`src/rtl/iir_cfg_ctrl.sv`:
```
// iir_cfg_ctrl: shadow/active coefficient registers and drain-swap-clear sequencing around iir_2nd_order.
// Define DROP_CNT_EN to add the saturating drop_cnt output (dropped source samples).
module iir_cfg_ctrl #(
    parameter int NB      = 12,
    parameter int LAT     = 2,
    parameter int CLR_CYC = 2
) (
    input  logic          clk,
    input  logic          rst_n,
    input  logic          cfg_we,
    input  logic [2:0]    cfg_addr,
    input  logic [NB-1:0] cfg_data,
    input  logic          cfg_commit,
    output logic          cfg_busy,
    input  logic          vin_s,
    input  logic [NB-1:0] din_s,
    output logic          rdy,
    output logic          vin,
    output logic [NB-1:0] din,
    output logic          filt_rst_n,
    output logic [NB-1:0] b0,
    output logic [NB-1:0] b1,
    output logic [NB-1:0] b2,
    output logic [NB-1:0] a1,
    output logic [NB-1:0] a2,
    input  logic          vout_f,
    input  logic [NB-1:0] dout_f,
    output logic          vout,
    output logic [NB-1:0] dout
`ifdef DROP_CNT_EN
    ,
    output logic [15:0]   drop_cnt
`endif
);

    localparam int CNT_MAX = ((LAT + 1) > CLR_CYC) ? (LAT + 1) : CLR_CYC;
    localparam int CW      = $clog2(CNT_MAX + 1);
    localparam logic [CW-1:0] DRAIN_LD = CW'(LAT + 1);
    localparam logic [CW-1:0] CLEAR_LD = CW'(CLR_CYC);
    localparam logic [CW-1:0] CNT_ONE  = CW'(1);

    typedef enum logic [2:0] {
        ST_IDLE  = 3'd0,
        ST_RUN   = 3'd1,
        ST_DRAIN = 3'd2,
        ST_APPLY = 3'd3,
        ST_CLEAR = 3'd4
    } state_t;

    state_t          state_r, state_s;
    logic [CW-1:0]   cnt_r;
    logic            rdy_s, busy_s, pass_s, accept_s;
    logic            clr_n_r, vin_r;
    logic [NB-1:0]   din_r;
    logic [NB-1:0]   shd_b0_r, shd_b1_r, shd_b2_r, shd_a1_r, shd_a2_r;
    logic [NB-1:0]   act_b0_r, act_b1_r, act_b2_r, act_a1_r, act_a2_r;

    // state register
    always_ff @(posedge clk or negedge rst_n) begin
        if (!rst_n) state_r <= ST_IDLE;
        else        state_r <= state_s;
    end

    // next-state logic; DRAIN/CLEAR leave on the edge that takes the counter to zero
    always_comb begin
        state_s = state_r;
        case (state_r)
            ST_IDLE:  if (cfg_commit) state_s = ST_APPLY; else state_s = ST_IDLE;
            ST_RUN:   if (cfg_commit) state_s = ST_DRAIN; else state_s = ST_RUN;
            ST_DRAIN: if (cnt_r == CNT_ONE) state_s = ST_APPLY; else state_s = ST_DRAIN;
            ST_APPLY: state_s = ST_CLEAR;
            ST_CLEAR: if (cnt_r == CNT_ONE) state_s = ST_RUN; else state_s = ST_CLEAR;
            default:  state_s = ST_IDLE;
        endcase
    end

    // state-decoded handshake and gating
    always_comb begin
        rdy_s  = 1'b0;
        busy_s = 1'b0;
        pass_s = 1'b0;
        case (state_r)
            ST_RUN:   begin rdy_s = 1'b1; pass_s = 1'b1; end
            ST_DRAIN: begin busy_s = 1'b1; pass_s = 1'b1; end
            ST_APPLY: busy_s = 1'b1;
            ST_CLEAR: busy_s = 1'b1;
            default:  busy_s = 1'b0;
        endcase
    end

    // shared DRAIN/CLEAR cycle counter
    always_ff @(posedge clk or negedge rst_n) begin
        if (!rst_n) begin
            cnt_r <= '0;
        end else begin
            case (state_r)
                ST_RUN:   if (cfg_commit) cnt_r <= DRAIN_LD; else cnt_r <= cnt_r;
                ST_DRAIN: cnt_r <= cnt_r - CNT_ONE;
                ST_APPLY: cnt_r <= CLEAR_LD;
                ST_CLEAR: cnt_r <= cnt_r - CNT_ONE;
                default:  cnt_r <= cnt_r;
            endcase
        end
    end

    // filter local reset, low exactly while in CLEAR
    always_ff @(posedge clk or negedge rst_n) begin
        if (!rst_n) clr_n_r <= 1'b1;
        else        clr_n_r <= (state_s != ST_CLEAR);
    end

    // shadow coefficient writes, accepted in every state
    always_ff @(posedge clk or negedge rst_n) begin
        if (!rst_n) begin
            shd_b0_r <= '0; shd_b1_r <= '0; shd_b2_r <= '0; shd_a1_r <= '0; shd_a2_r <= '0;
        end else if (cfg_we) begin
            case (cfg_addr)
                3'd0:    shd_b0_r <= cfg_data;
                3'd1:    shd_b1_r <= cfg_data;
                3'd2:    shd_b2_r <= cfg_data;
                3'd3:    shd_a1_r <= cfg_data;
                3'd4:    shd_a2_r <= cfg_data;
                default: shd_b0_r <= shd_b0_r;
            endcase
        end
    end

    // atomic swap at the end of APPLY; a same-edge shadow write misses this copy
    always_ff @(posedge clk or negedge rst_n) begin
        if (!rst_n) begin
            act_b0_r <= '0; act_b1_r <= '0; act_b2_r <= '0; act_a1_r <= '0; act_a2_r <= '0;
        end else if (state_r == ST_APPLY) begin
            act_b0_r <= shd_b0_r; act_b1_r <= shd_b1_r; act_b2_r <= shd_b2_r;
            act_a1_r <= shd_a1_r; act_a2_r <= shd_a2_r;
        end
    end

    assign accept_s = vin_s & rdy_s;

    // one-cycle input register toward the filter
    always_ff @(posedge clk or negedge rst_n) begin
        if (!rst_n) begin
            vin_r <= 1'b0;
            din_r <= '0;
        end else begin
            vin_r <= accept_s;
            if (accept_s) din_r <= din_s;
        end
    end

`ifdef DROP_CNT_EN
    logic [15:0] drop_cnt_r;

    // saturating count of samples offered while not ready
    always_ff @(posedge clk or negedge rst_n) begin
        if (!rst_n)                                       drop_cnt_r <= 16'd0;
        else if (vin_s && !rdy_s && drop_cnt_r != 16'hFFFF) drop_cnt_r <= drop_cnt_r + 16'd1;
    end

    assign drop_cnt = drop_cnt_r;
`endif

    assign rdy        = rdy_s;
    assign cfg_busy   = busy_s;
    assign vin        = vin_r;
    assign din        = din_r;
    assign filt_rst_n = rst_n & clr_n_r;
    assign b0         = act_b0_r;
    assign b1         = act_b1_r;
    assign b2         = act_b2_r;
    assign a1         = act_a1_r;
    assign a2         = act_a2_r;
    assign vout       = vout_f & pass_s;
    assign dout       = dout_f;

endmodule

```
`config.mk`:
```
export PLATFORM = sky130hd
export DESIGN_NAME = iir_cfg_ctrl
export DESIGN_NICKNAME = d
export VERILOG_FILES = /design/src/rtl/iir_cfg_ctrl.sv
export SDC_FILE = /design/constraint.sdc
export NUM_CORES = 1
export LEC_CHECK = 0
export ABC_AREA = 0
export CORE_ASPECT_RATIO = 0.7
export CORE_MARGIN = 4
export CORE_UTILIZATION = 25
export CTS_BUF_LIST = sky130_fd_sc_hd__clkbuf_2 sky130_fd_sc_hd__clkbuf_4 sky130_fd_sc_hd__clkbuf_8
export CTS_CLUSTER_DIAMETER = 120
export DETAILED_ROUTE_END_ITERATION = 16
export PLACE_DENSITY = 0.44
export SYNTH_ARGS = -nofsm -noshare
export SYNTH_HDL_FRONTEND = slang
export SYNTH_SLANG_ARGS = --single-unit
```
`constraint.sdc`:
```
create_clock -name clk -period 3.8 [get_ports clk]
set_input_delay 0.38 -clock clk [delete_from_list [all_inputs] [get_ports clk]]
set_output_delay 0.38 -clock clk [all_outputs]
set_load 0.01 [all_outputs]
```
# [Word level (Yosys, flattened, before mapping)]
# Cells that the tools add are included.
# W data, S select, Z words.
[totals] reg_bits=139 inputBits=45 output_inout_bits=89 wordCells=52
[classes] add_sub_neg=1 n_eq_ne=11 muxes=10 n_bitwise=3 reduce_logical=12
[op_table] cell="$pmux W3 S5" count=1
[op_table] cell="$eq A3 B2 Y1 const B" count=4
[op_table] cell="$reduce_and A2 Y1" count=6
[op_table] cell="$eq A3 B1 Y1 const B" count=2
[op_table] cell="$eq A3 B3 Y1 const B" count=2
[op_table] cell="$logic_not A3 Y1" count=2
[op_table] cell="$mux W2" count=3
[op_table] cell="$pmux W2 S3" count=1
[op_table] cell="$mux W1" count=4
[op_table] cell="$reduce_or A2 Y1" count=2
[op_table] cell="$and A1 B1 Y1" count=3
[op_table] cell="$mux W3" count=1
[op_table] cell="$ne A3 B3 Y1 const B" count=1
[op_table] cell="$reduce_bool A3 Y1" count=1
[op_table] cell="$reduce_or A3 Y1" count=1
[op_table] cell="$eq A2 B1 Y1 const B" count=1
[op_table] cell="$ne A2 B2 Y1 const B" count=1
[op_table] cell="$sub A2 B1 Y2 const B" count=1

# [Logic depth before layout (Yosys ltp)]
[logic_depth] ltp_word=4 depth_mapped=6 ltp_nobuf=5

# [Worst setup path after synthesis]
# Ideal clock, no wire load.
[synth_timing] kind="reg2reg" from="reg state_r[1]" to="reg din_r[10], in the netlist din[10]" setup_time_ns=0.127 arrival_ns=1.669 required_time_ns=3.673 slack_ns=2.003 path_stages_with_launch=7 path_buffers=3 period_less_slack_ns=1.797 cell_sequence="dfrtp_1 buf_6 nor3b_1 and2_0 buf_2 buf_6 mux2_1"
[synth_via] elab_chain_cells=3
[synth_lines] element="start: declaration" line_no="50" text="state_t state_r, state_s;"
[synth_lines] element="start signal: assignment" line_no="61" text="else state_r <= state_s;"
[synth_lines] element="$eq A3 B1 Y1" line_no="82" text="case (state_r)"
[synth_lines] element="$mux W1" line_no="82"
[synth_lines] element="named net rdy" line_no="17" text="output logic rdy,"
[synth_lines] element="$and A1 B1 Y1" line_no="138" text="assign accept_s = vin_s & rdy_s;"
[synth_lines] element="named net accept_s" line_no="52" text="logic rdy_s, busy_s, pass_s, accept_s;"
[synth_lines] element="end signal: assignment" line_no="147" text="if (accept_s) din_r <= din_s;"
[synth_lines] element="end: declaration" line_no="54" text="logic [NB-1:0] din_r;"
# The timed path passes the listed nets, and every way through them passes these cells.
# A chain may end at the register's enable or synchronous reset.

# [Worst setup path in the final report]
[layout_timing] from="in rst_n" to="out filt_rst_n"
[layout_via] elab_chain_cells=1
[layout_lines] element="start: declaration" line_no="9" text="input logic rst_n,"
[layout_lines] element="$and A1 B1 Y1" line_no="167" text="assign filt_rst_n = rst_n & clr_n_r;"
[layout_lines] element="end: declaration" line_no="20" text="output logic filt_rst_n,"
# No other way between the ends.

==> impl_metrics.yaml <==
clocking:
  numCtsBuffers: 17
  cts_root_buf: "clkbuf_8"
  clockBufferDepth: 2
  h-tree-depth: 4
  worstSkewPairLatency_ns: 0.43
  cts.reportedPaths.clkPinSlew_ns: 0.08
  cts_tree: "done"
  clkSinkCount: 139
  postCtsSetupRepairBufs: 0
yosys:
  synth_cell_types: 39
  async_flop_share_pct: 100
  synth_edf_count: 0
  ys_seq_area_share_pct: 60.7
  synth-seq-cells: 139
  synth_commonest_cells: "dfrtp_1 (138), mux2_2 (65), mux2_4 (58)"
  synthFlopType: "dfrtp_1"
  syn-num-nets: 385
  synthTopCellsByArea: "dfrtp_1 (60%), mux2_4 (15%), mux2_2 (13%)"
  yosysTopAreaCell: "dfrtp_1"
  ys_warn_count: 0
  synthCells: 339
  synth.most_common_cell: "dfrtp_1"
  synthDominantCellAreaShare_pct: 60.2
  synth_area_mm2: 0.00574
  syn_avg_cell_area_um2: 16.9
timing:
  finalSetupViolCount: 0
  slew_viol_final: 0
  holdWs_ns: 0.464
  period_minus_slack_ns: 2.53
  tightest_slew_ns: 1.23
  post-route-period-util_pct: 66.6
  rsz0062_at_grt: "false"
  clock.fmax_mhz: 395
  setup_ws_ns: 1.27
  skew_ns: 0.00922
  setup_tns_ns: 0
  finalHoldViolCount: 0
  slew_headroom_pct: 17.4
setup_path:
  crit_path_max_incr_delay_ns: 0.54
  cp_num_buf_inv: 3
  arrival_ns: 2.15
  cp.required_ns: 3.42
  reg2reg_depth: 3
  start_kind: "primary input"
  reg2reg_to: "a2[2]$_DFFE_PN0N_"
  cp_slowest_cell: "dlygate4sd3_1"
  reg2reg_slack_ns: 1.41
  crit_chain: "dlygate4sd3_1, buf_6, and2_1, clkdlybuf4s50_1"
  reg2reg_from: "state_r[2]$_DFF_PN0_"
  worstSetupPathType: "in2out"
  cp_top_family: "buffers and inverters"
  cp_max_fo: 58
  endpoint_kind: "output port"
power:
  switching_share_pct: 29.3
  pwr-share-seq_pct: 40.1
  p_per_area_mw_per_mm2: 812
  pwr-share-comb_pct: 37.7
  total_leakage_power_nw: 3.27
  intPower_mw: 4.26
  switching_power_mw: 1.76
  power_frac_clock_pct: 22.1
  power_mw: 6.03
  ir_worst_vdd_v: 0.000249
drt:
  vias: 3065
  drc: 0
  drtIter0Drc: 91
  drtPass1Iterations: 4
  vias_per_cell: 4.00
  ant_nets: 0
  wl_mm: 12.9
  wl_per_cell_um: 16.8
grt:
  track_usage_pct: 10.4
  grt_pass1_vias: 3424
  grt_antenna_before_repair: 0
  grt_max_degree: 84
  grt_pass1_wl_mm: 20.4
  overflow: 0
placement:
  portBuffers: 109
  pre_cts_ws_ns: 1.27
  place.gp.congestion: 0.652
  placed_cells: 734
  dp.final_hpwl_mm: 8.41
  dpl_cell_area_mm2: 0.00697
floorplan:
  initial_core_util_pct: 25.4
  rows: 46
  ioPinCount: 134
  die_w_um: 189
  dieHeight_um: 135
  fp.dieArea_mm2: 0.0255
  fp.coreArea_mm2: 0.0226
cells_and_area:
  seqCellArea_mm2: 0.00348
  num-nets-final: 488
  fill_cells: 2202
  final_area_mm2: 0.00742
  drive_gt1_share_pct: 36.7
  multi_input_area_mm2: 0.00197
  syn2layout_area_growth_pct: 29.3
  final_util_pct: 32.8
  num_antenna_cells: 0
  final_cell_count_no_fill: 767
flow_run:
  maxCapViolations: 0
worst_hold_path:
  hold_class: "in2async"
run_status:
  status: "completed"
[kinds of logic (layout without fill, tap and decap cells)]
group                      Yosys count  after routing  synth area share, %
xor gates and xnor gates             1              1                0.153
AOI/OAI and AO/OA                   13             13                 1.55
adders and majority gates            1              1                0.218
DFF                                139            139                 60.7
and+or+nand+nor                     19             19                 2.38
buffers and inverters               33            149                 5.17
muxes                              133            133                 29.9
[repair_timing]
item,CTS,global route
hold buffers,1,0
endpoints found under the hold margin,55,0
gates resized for setup,0,0
[cells in the final DEF (no fill, tap or decap), drive strengths merged, types with 2 or more instances in the layout]
cell,n
clkinvlp,2
clkdlybuf4s50,108
dfrtp,138
a21oi,2
inv,6
and2,2
nor4b,2
bufinv,4
mux2,132
nor2,2
and4bb,2
o21ai,3
nor3b,3
buf,4
nor3,2
nor2b,2
clkinv,6
clkbuf,18
[power by group through the flow]
stage | clock (mW) | combinational [mW] | sequential [mW]
finish | 1.33 | 2.27 | 2.42
global route | 1.46 | 2.43 | 2.49
CTS | 1.39 | 2.32 | 2.43
detailed placement | 0 | 2.31 | 2.45
global placement | 0 | 2.28 | 2.44
floorplan | 0 | 1.22 | 2.50
[how the worst max path moves through the flow]
stage | startpoint | endpoint | slack [ns] | depth (start not counted)
3_5_place_dp | cfg_addr[2] | shd_a2_r[4]$_DFFE_PN0P_ | 1.27 | 4
5_1_grt | rst_n | filt_rst_n | 1.10 | 4
6_report | rst_n | filt_rst_n | 1.27 | 4
3_3_place_gp | cfg_addr[2] | shd_a2_r[3]$_DFFE_PN0P_ | 1.27 | 4
4_1_cts | rst_n | filt_rst_n | 1.21 | 4
2_1_floorplan | state_r[1]$_DFF_PN0_ | din[10]$_DFFE_PN0P_ | 2.00 | 6
[per-layer routing]
| layer | track usage, % | vias up | wire length [um] |
|---|---|---|---|
| met3 | 4.13 | 14 | 778 |
| li1 | - | 1394 | - |
| met4 | 3.24 | 0 | 164 |
| met5 | 0 | - | 0 |
| met1 | 14.6 | 1589 | 6360 |
| met2 | 14.9 | 68 | 5570 |
[final cells by class]
cell class / instances / share of cell area [%]
timing repair buffer: 113 / 15.2
tap: 312 / 5.26
clock buffer: 18 / 3.25
multi-input combinational: 167 / 26.6
clock inverter: 14 / 2.61
sequential: 139 / 46.9
inverter: 4 / 0.236
(Power assumes the default switching activity.)
